$ cat src/rtl/chunked_add_sub_pkg.sv
// Shared definitions for the chunked adder/subtractor: operation codes,
// controller state encoding and the initial-carry selection.
package chunked_add_sub_pkg;

    typedef enum logic [1:0] {
        MODE_ADD = 2'b00,
        MODE_SUB = 2'b01,
        MODE_ADC = 2'b10,
        MODE_SBB = 2'b11
    } mode_e;

    typedef enum logic [1:0] {
        ST_IDLE = 2'b00,
        ST_RUN  = 2'b01,
        ST_DONE = 2'b10
    } state_e;

    // Carry fed into the least significant chunk. Subtraction is done as
    // A + ~B + 1, so the borrow forms use the inverted carry input.
    function automatic logic initialCarry(input logic [1:0] mode, input logic carryIn);
        logic c;
        c = 1'b0;
        case (mode)
            MODE_ADD: c = 1'b0;
            MODE_SUB: c = 1'b1;
            MODE_ADC: c = carryIn;
            MODE_SBB: c = ~carryIn;
            default:  c = 1'b0;
        endcase
        return c;
    endfunction

endpackage

$ cat src/rtl/chunked_add_sub_if.sv
// Request/response bundle between a client and the chunked adder/subtractor.
interface chunked_add_sub_if #(
    parameter int WIDTH = 8
);
    logic             start;
    logic [1:0]       mode;
    logic [WIDTH-1:0] data1;
    logic [WIDTH-1:0] data2;
    logic             carryIn;
    logic             busy;
    logic             done;
    logic [WIDTH-1:0] result;
    logic             carry;
    logic             overflow;
    logic             zero;

    modport master (
        output start, mode, data1, data2, carryIn,
        input  busy, done, result, carry, overflow, zero
    );

    modport slave (
        input  start, mode, data1, data2, carryIn,
        output busy, done, result, carry, overflow, zero
    );
endinterface

$ cat src/rtl/chunked_add_sub_chunk_adder.sv
// Combinational CHUNK-bit ripple slice used once per compute cycle.
module chunk_adder #(
    parameter int CHUNK = 4
) (
    input  logic [CHUNK-1:0] a_i,
    input  logic [CHUNK-1:0] b_i,
    input  logic             cin_i,
    output logic [CHUNK-1:0] sum_o,
    output logic             cout_o
);

    // One-bit-wider add so the carry out falls out of the top bit.
    always_comb begin
        {cout_o, sum_o} = {1'b0, a_i} + {1'b0, b_i} + {{CHUNK{1'b0}}, cin_i};
    end

endmodule

$ cat src/rtl/chunked_add_sub.sv
// Multi-cycle adder/subtractor: processes CHUNK bits per clock from the LSB
// with a registered carry, then publishes RESULT and flags with a DONE pulse.
// WIDTH must be a multiple of CHUNK.
module chunked_add_sub
    import chunked_add_sub_pkg::*;
#(
    parameter int WIDTH = 8,
    parameter int CHUNK = 4
) (
    input logic               clk,
    input logic               rst,
    chunked_add_sub_if.slave  bus
);

    localparam int N     = WIDTH / CHUNK;
    localparam int CNT_W = $clog2(N) + 1;
    localparam logic [CNT_W-1:0] LAST_CHUNK = CNT_W'(N - 1);

    state_e           state_q, state_d;
    logic [CNT_W-1:0] cnt_q, cnt_d;
    logic [WIDTH-1:0] a_q, a_d;
    logic [WIDTH-1:0] b_q, b_d;
    logic             carry_q, carry_d;
    logic             aSign_q, aSign_d;
    logic             bSign_q, bSign_d;
    logic [WIDTH-1:0] result_q, result_d;
    logic             carryOut_q, carryOut_d;
    logic             overflow_q, overflow_d;
    logic             zero_q, zero_d;

    logic [CHUNK-1:0] chunkSum;
    logic             chunkCout;
    logic [WIDTH-1:0] bAccept;
    logic [WIDTH-1:0] aShifted;

    chunk_adder #(.CHUNK(CHUNK)) u_chunk_adder (
        .a_i    (a_q[CHUNK-1:0]),
        .b_i    (b_q[CHUNK-1:0]),
        .cin_i  (carry_q),
        .sum_o  (chunkSum),
        .cout_o (chunkCout)
    );

    // Operand A doubles as the result accumulator: its low chunk is consumed
    // each cycle and the new sum chunk enters at the top, so after N shifts
    // the register holds the finished result. The operand sign bits are kept
    // aside because the overflow rule needs them once A has been overwritten.
    always_comb begin
        state_d    = state_q;
        cnt_d      = cnt_q;
        a_d        = a_q;
        b_d        = b_q;
        carry_d    = carry_q;
        aSign_d    = aSign_q;
        bSign_d    = bSign_q;
        result_d   = result_q;
        carryOut_d = carryOut_q;
        overflow_d = overflow_q;
        zero_d     = zero_q;

        bAccept  = bus.mode[0] ? ~bus.data2 : bus.data2;
        aShifted = (a_q >> CHUNK) | (WIDTH'(chunkSum) << (WIDTH - CHUNK));

        case (state_q)
            ST_IDLE, ST_DONE: begin
                if (bus.start) begin
                    state_d = ST_RUN;
                    cnt_d   = '0;
                    a_d     = bus.data1;
                    b_d     = bAccept;
                    carry_d = initialCarry(bus.mode, bus.carryIn);
                    aSign_d = bus.data1[WIDTH-1];
                    bSign_d = bAccept[WIDTH-1];
                end else begin
                    state_d = ST_IDLE;
                end
            end
            ST_RUN: begin
                a_d     = aShifted;
                b_d     = b_q >> CHUNK;
                carry_d = chunkCout;
                cnt_d   = cnt_q + 1'b1;
                if (cnt_q == LAST_CHUNK) begin
                    state_d    = ST_DONE;
                    result_d   = aShifted;
                    carryOut_d = chunkCout;
                    overflow_d = (aSign_q == bSign_q) && (aShifted[WIDTH-1] != aSign_q);
                    zero_d     = (aShifted == '0);
                end
            end
            default: state_d = ST_IDLE;
        endcase
    end

    // State, datapath and published results; reset abandons any operation.
    always_ff @(posedge clk or posedge rst) begin
        if (rst) begin
            state_q    <= ST_IDLE;
            cnt_q      <= '0;
            a_q        <= '0;
            b_q        <= '0;
            carry_q    <= 1'b0;
            aSign_q    <= 1'b0;
            bSign_q    <= 1'b0;
            result_q   <= '0;
            carryOut_q <= 1'b0;
            overflow_q <= 1'b0;
            zero_q     <= 1'b0;
        end else begin
            state_q    <= state_d;
            cnt_q      <= cnt_d;
            a_q        <= a_d;
            b_q        <= b_d;
            carry_q    <= carry_d;
            aSign_q    <= aSign_d;
            bSign_q    <= bSign_d;
            result_q   <= result_d;
            carryOut_q <= carryOut_d;
            overflow_q <= overflow_d;
            zero_q     <= zero_d;
        end
    end

    assign bus.busy     = (state_q == ST_RUN);
    assign bus.done     = (state_q == ST_DONE);
    assign bus.result   = result_q;
    assign bus.carry    = carryOut_q;
    assign bus.overflow = overflow_q;
    assign bus.zero     = zero_q;

endmodule

$ cat src/flat_wrapper.sv
// flat-port wrapper written by rule: the top's interface ports become plain ports
module chunked_add_sub_flat import chunked_add_sub_pkg::*;
#(
    parameter int WIDTH = 8,
    parameter int CHUNK = 4
)
  (clk, rst, bus_start, bus_mode, bus_data1, bus_data2, bus_carryIn, bus_busy, bus_done, bus_result, bus_carry, bus_overflow, bus_zero);
  chunked_add_sub_if #(.WIDTH(WIDTH)) bus_i ();
  input logic clk;
  input logic rst;
  input wire logic [$bits(bus_i.start)-1:0] bus_start;
  input wire logic [$bits(bus_i.mode)-1:0] bus_mode;
  input wire logic [$bits(bus_i.data1)-1:0] bus_data1;
  input wire logic [$bits(bus_i.data2)-1:0] bus_data2;
  input wire logic [$bits(bus_i.carryIn)-1:0] bus_carryIn;
  output wire logic [$bits(bus_i.busy)-1:0] bus_busy;
  output wire logic [$bits(bus_i.done)-1:0] bus_done;
  output wire logic [$bits(bus_i.result)-1:0] bus_result;
  output wire logic [$bits(bus_i.carry)-1:0] bus_carry;
  output wire logic [$bits(bus_i.overflow)-1:0] bus_overflow;
  output wire logic [$bits(bus_i.zero)-1:0] bus_zero;
  assign bus_i.start = bus_start;
  assign bus_i.mode = bus_mode;
  assign bus_i.data1 = bus_data1;
  assign bus_i.data2 = bus_data2;
  assign bus_i.carryIn = bus_carryIn;
  assign bus_busy = bus_i.busy;
  assign bus_done = bus_i.done;
  assign bus_result = bus_i.result;
  assign bus_carry = bus_i.carry;
  assign bus_overflow = bus_i.overflow;
  assign bus_zero = bus_i.zero;
  chunked_add_sub #(.WIDTH(WIDTH), .CHUNK(CHUNK)) u_core (.clk(clk), .rst(rst), .bus(bus_i));
endmodule
$ cat config.mk
export PLATFORM = sky130hd
export DESIGN_NAME = chunked_add_sub_flat
export DESIGN_NICKNAME = d
export VERILOG_FILES = /design/src/rtl/chunked_add_sub_pkg.sv /design/src/rtl/chunked_add_sub_if.sv /design/src/rtl/chunked_add_sub_chunk_adder.sv /design/src/rtl/chunked_add_sub.sv /design/src/flat_wrapper.sv
export SDC_FILE = /design/constraint.sdc
export NUM_CORES = 1
export LEC_CHECK = 0
export BUFFER_PORTS_ARGS = -buffer_cell sky130_fd_sc_hd__buf_2
export CORE_MARGIN = 2
export CORE_UTILIZATION = 40
export DETAILED_ROUTE_END_ITERATION = 8
export SLEW_MARGIN = 20
export SYNTH_ARGS = -nofsm -noshare
export SYNTH_HDL_FRONTEND = slang
export SYNTH_SLANG_ARGS = --single-unit
$ cat constraint.sdc
create_clock -name clk -period 2.2 [get_ports clk]
set_input_delay 0.33 -clock clk [delete_from_list [all_inputs] [get_ports clk]]
set_output_delay 0.33 -clock clk [all_outputs]
set_load 0.05 [all_outputs]
Word level (Yosys, flattened, before mapping)
Cells that the tools add are included.
{"block": "totals", "register_bits": 34, "input_bits": 22, "output_inout_bits": 13, "elab_cells": 49}
{"block": "classes", "n_addsub": 3, "eq_ne": 10, "n_mux": 13, "n_bitwise": 3, "n_reduce_logical": 9}
{"cell": "8-bit one-hot mux with 2 select lines", "count": 2}
{"cell": "8-bit 2-to-1 mux", "count": 3}
{"cell": "8-bit zero test", "count": 1}
{"cell": "8-bit inverter", "count": 1}
{"cell": "4-bit by 8-bit OR with 8-bit output", "count": 1}
{"cell": "2-bit one-hot mux with 2 select lines", "count": 2}
{"cell": "2-bit by 1-bit equality test with 1-bit output (second input constant)", "count": 3}
{"cell": "2-bit equality test (second input constant)", "count": 3}
{"cell": "2-bit AND reduction", "count": 3}
{"cell": "4-bit by 4-bit adder with 5-bit output", "count": 1}
{"cell": "5-bit by 1-bit adder with 5-bit output", "count": 1}
{"cell": "2-bit zero test", "count": 2}
{"cell": "2-bit 2-to-1 mux", "count": 2}
{"cell": "1-bit one-hot mux with 4 select lines", "count": 1}
{"cell": "2-bit by 1-bit adder with 2-bit output (second input constant)", "count": 1}
{"cell": "1-bit 2-to-1 mux", "count": 2}
{"cell": "2-bit by 1-bit != test with 1-bit output (second input constant)", "count": 1}
{"cell": "2-bit != test (second input constant)", "count": 1}
{"cell": "1-bit one-hot mux with 2 select lines", "count": 1}
{"cell": "2-bit nonzero test", "count": 1}
{"cell": "2-bit OR reduction", "count": 1}
{"cell": "1-bit equality test", "count": 1}
{"cell": "1-bit logical AND", "count": 1}
{"cell": "1-bit != test", "count": 1}
{"cell": "1-bit inverter", "count": 1}

Logic depth before layout (Yosys ltp)
{"block": "logic_depth", "ltp_word": 5, "depth_mapped": 6, "mapped_depth_nobuf": 6}

By module
A second synthesis with hierarchy kept.
{"block": "hier_totals", "cells_unflattened": 133, "area_unflattened_um2": 1617.8}
{"mod": "chunked_add_sub", "instances": 1, "cells_each": 117, "area_per_inst_um2": 1473.9, "seq_area_each_um2": 850.8}
{"mod": "chunk_adder", "instances": 1, "cells_each": 16, "area_per_inst_um2": 143.9, "seq_area_each_um2": 0.0}

Worst setup path before layout
OpenSTA, ideal clock, no wires.
{"block": "synth_timing", "kind": "flip-flop to flip-flop", "from": "register u_core.carry_q", "to": "register u_core.zero_q (netlist: u_core.bus.zero)", "setup_ns": 0.068, "arrival_ns": 2.077, "required_time_ns": 2.132, "path_slack_ns": 0.055, "stages_incl_launch_ff": 6, "path_buffers": 0, "period_less_slack_ns": 2.145, "path_cell_list": "dfrtp_1 fa_1 fa_1 or4_1 nor3_1 a32o_1"}
{"block": "synth_via", "elab_chain_cells": 3}
{"element": "from (decl)", "line": "chunked_add_sub.sv:23", "source": "logic carry_q, carry_d;"}
{"element": "from (signal assigned)", "line": "chunked_add_sub.sv:114", "source": "carry_q <= carry_d;"}
{"element": "5-bit by 1-bit adder with 5-bit output", "line": "chunked_add_sub_chunk_adder.sv:14", "source": "{cout_o, sum_o} = {1'b0, a_i} + {1'b0, b_i} + {{CHUNK{1'b0}}, cin_i};"}
{"element": "4-bit by 8-bit OR with 8-bit output", "line": "chunked_add_sub.sv:62", "source": "aShifted = (a_q >> CHUNK) | (WIDTH'(chunkSum) << (WIDTH - CHUNK));"}
{"element": "via u_core.aShifted[5]", "line": "chunked_add_sub.sv:34", "source": "logic [WIDTH-1:0] aShifted;"}
{"element": "8-bit zero test", "line": "chunked_add_sub.sv:88", "source": "zero_d = (aShifted == '0);"}
{"element": "to (signal assigned)", "line": "chunked_add_sub.sv:120", "source": "zero_q <= zero_d;"}
{"element": "to (decl)", "line": "chunked_add_sub.sv:29", "source": "logic zero_q, zero_d;"}
The timed path passes the listed nets, and every way through them passes these cells.
A chain may end at the register's enable or synchronous reset.

Final worst setup path
Ends and elaborated chain as after synthesis.

==> results by group <==
Placement
  • IO buf count: 34
  • Placed Cells: ~230
  • Final HPWL DP: around 2500 um
  • Dpl cell area: 1820 um2
  • Final GP Congestion: around 0.80

Logic synthesis
  • Cells after Synth: 151
  • Async SR Flop Fraction: 100%
  • Syn_nets: around 180
  • Number of enable flip-flop cells after synthesis: 0
  • Mapped Area: approximately 1600 um2
  • Number of synthesized register bits: 34
  • Dominant synthesized flop cell: dfrtp_1
  • Seq/Total Area, Yosys: between 50% and 60%
  • Netlist cell types: 34
  • Syn avg cell area: ~11 um2
  • Ys Warns: 0

Pwr
  • Pwr dens: roughly 1700 nW/um2
  • Worst vdd ir: between 0.6 and 0.7 mV
  • P_leak: approximately 0.95 nW

Floorplan
  • Die footprint: approximately 4500 um2
  • Initial Utilization: a little over two fifths
  • Die X-Extent: between 60 and 70 um
  • Io pins: 35
  • FP Rows: 22
  • Die Ht: roughly 67 um
  • Core Area: between 3000 and 4000 um2

STA
  • Worst slew pin tran: 0.466 ns
  • Minimum hold slack: 0.127 ns
  • Setup TNS: 0 ns
  • Fmax: about 0.47 GHz
  • Final setup fails: 0
  • Final Cycle Share: a little over nine tenths
  • Slew Limit Headroom: between 60% and 70%
  • Pins Over Slew Limit: 0
  • Min cycle time layout: between 2 and 2.5 ns
  • Clk_skew: 0.00679 ns
  • Final hold vios: 0

Critical path
  • Worst setup path start: u_core.carry_q
  • R2r startpoint: u_core.carry_q
  • Reg2Reg Setup Slack: 0.07 ns
  • Setup crit end kind: flop
  • Critical Path AT: between 2 and 2.5 ns
  • Crit path max fanout: 2
  • Worst setup SP type: flop
  • Crit path kind: flop to flop
  • WP data required: 2.42 ns

Layout
  • Fillers: between 300 and 400
  • Inserted Diodes: 0
  • Final Util: about half
  • Fin cells: 240
  • Share of cells above drive strength 1: about 31%
  • Final instance area: 1930 um2
  • # nets final: ~220
  • Layout area overhead: 20.7%
  • Most frequent cells in the layout: buf_2, dfrtp_1, nand2_1
  • Multi-input gate area in the final layout: 698 um2
  • Register area: 851 um2

Route
  • WL/cell: ~14 um
  • Vias/cell: about 5
  • Vias: 1231
  • DRC errors left: 0
  • WL final: between 3000 and 4000 um
  • DRT iter0 DRCs: 52
  • Remaining antenna violation count: 0
  • Drt pass-1 iters: 4

GRT
  • Vias in the first global route: between 1000 and 1500
  • Largest net degree at the start of global routing: 35
  • Grt total ovfl: 0
  • First-pass GRT wire length: between 5000 and 6000 um
  • Initial antenna violation count: 0
  • All-Layer GR Usage: 16.8%

Run
  • Max cap viols: 0

CTS
  • Htree depth: 2
  • Clock sink count: 34
  • Root buf cell: clkbuf_8
  • Later-pin clock latency in the skew report: ~0.29 ns
  • Hold Buf Count CTS: 0
  • Clock buffer depth: 2
  • Reg clk slew, reported paths: 0.07 ns
  • CTS tree: done
  • Num CTS Buffers: 5

Outcome
  • Outcome: complete, no violations

Min path
  • Hold/Removal Path Class: input port to asynchronous set/reset pin
[Yosys cell counts (2+ instances only)]
library cell / instances / area, um2
fa_1: 2 / 40.0
a22oi_1: 7 / 52.6
inv_2: 2 / 7.51
o21ai_0: 9 / 45.0
nor2b_1: 2 / 12.5
a221o_1: 4 / 40.0
nor3_1: 2 / 10.0
clkbuf_1: 2 / 7.51
xnor2_1: 9 / 78.8
ha_1: 4 / 50.1
inv_1: 3 / 11.3
dfrtp_1: 34 / 851
nand2_1: 32 / 120
nand3_1: 2 / 10.0
xor2_1: 2 / 17.5
nor2_1: 10 / 37.5
o211ai_1: 2 / 15.0
buf_2: 2 / 10.0
mux2_2: 6 / 67.6
[metrics by stage]
step / power, mW / setup slack (ns)
after floorplan: 2.42 / 0.0549
after global placement: 2.82 / 0.0297
after detailed placement: 2.86 / 0.00444
after CTS: 3.35 / 0.0452
after global routing: 3.61 / -0.00117
final: 3.33 / 0.0671
[metal layers]
| layer | routed length (um) | global-route usage (%) | vias to the layer above |
|---|---|---|---|
| met2 | 1630 | 27.0 | 44 |
| met5 | 0 | 0 | - |
| met3 | 202 | 4.00 | 4 |
| met4 | 40 | 6.89 | 0 |
| li1 | - | - | 593 |
| met1 | 1530 | 21.9 | 590 |
[state kept, by name, indices dropped and copies added, names as in the netlist, 2 cells and up]
signal,cells
u_core.a_q,8
u_core.bus.result,8
u_core.cnt_q,2
u_core.b_q,8
u_core.state_q,2
[cells by family after synthesis]
group	after synthesis	synth area share [%]
AO/OA/AOI/OAI	28	12.5
XOR/XNOR	11	6.03
flip-flops	34	53.3
adder cells (fa/ha/maj)	6	5.64
multiplexers	6	4.23
AND/OR/NAND/NOR	55	14.9
buffers and inverters	11	3.45
[path summary, 6_finish.rpt]
kind,to,cells after the start
min,u_core.bus.result[2],3
min reg2reg,u_core.bus.carry,2
max in group asynchronous,u_core.a_q[4],3
max,u_core.bus.zero,5
max reg2reg,u_core.bus.zero,5
min in group clk,u_core.a_q[5],3
[worst max-delay path, cell delays in order, from the launching register on]
cell	delay (ns)
dfrtp_1	0.41
fa_2	0.40
fa_1	0.45
or4_1	0.53
nor3_2	0.11
a32o_1	0.17
[power breakdown]
group | total [mW] | internal, mW | switching [mW]
Sequential | 1.16 | 0.928 | 0.228
Clock | 0.467 | 0.252 | 0.215
Combinational | 1.71 | 0.622 | 1.09
Total | 3.33 | 1.80 | 1.53
[final cells by class]
type                    instances  area share (%)
flip-flops and latches         34            44.2
clock inverters                 1           0.260
inverters                       5           0.974
clock buffers                   7            4.48
repair buffers                 39            10.8
well taps                      48            3.12
multi-input cells             106            36.2
[what timing repair did]
item,4_1_cts,5_1_grt
buffers inserted,0,1
setup endpoints to repair,1,1
gates resized for setup,1,1
Power figures use the tool's default switching activity.
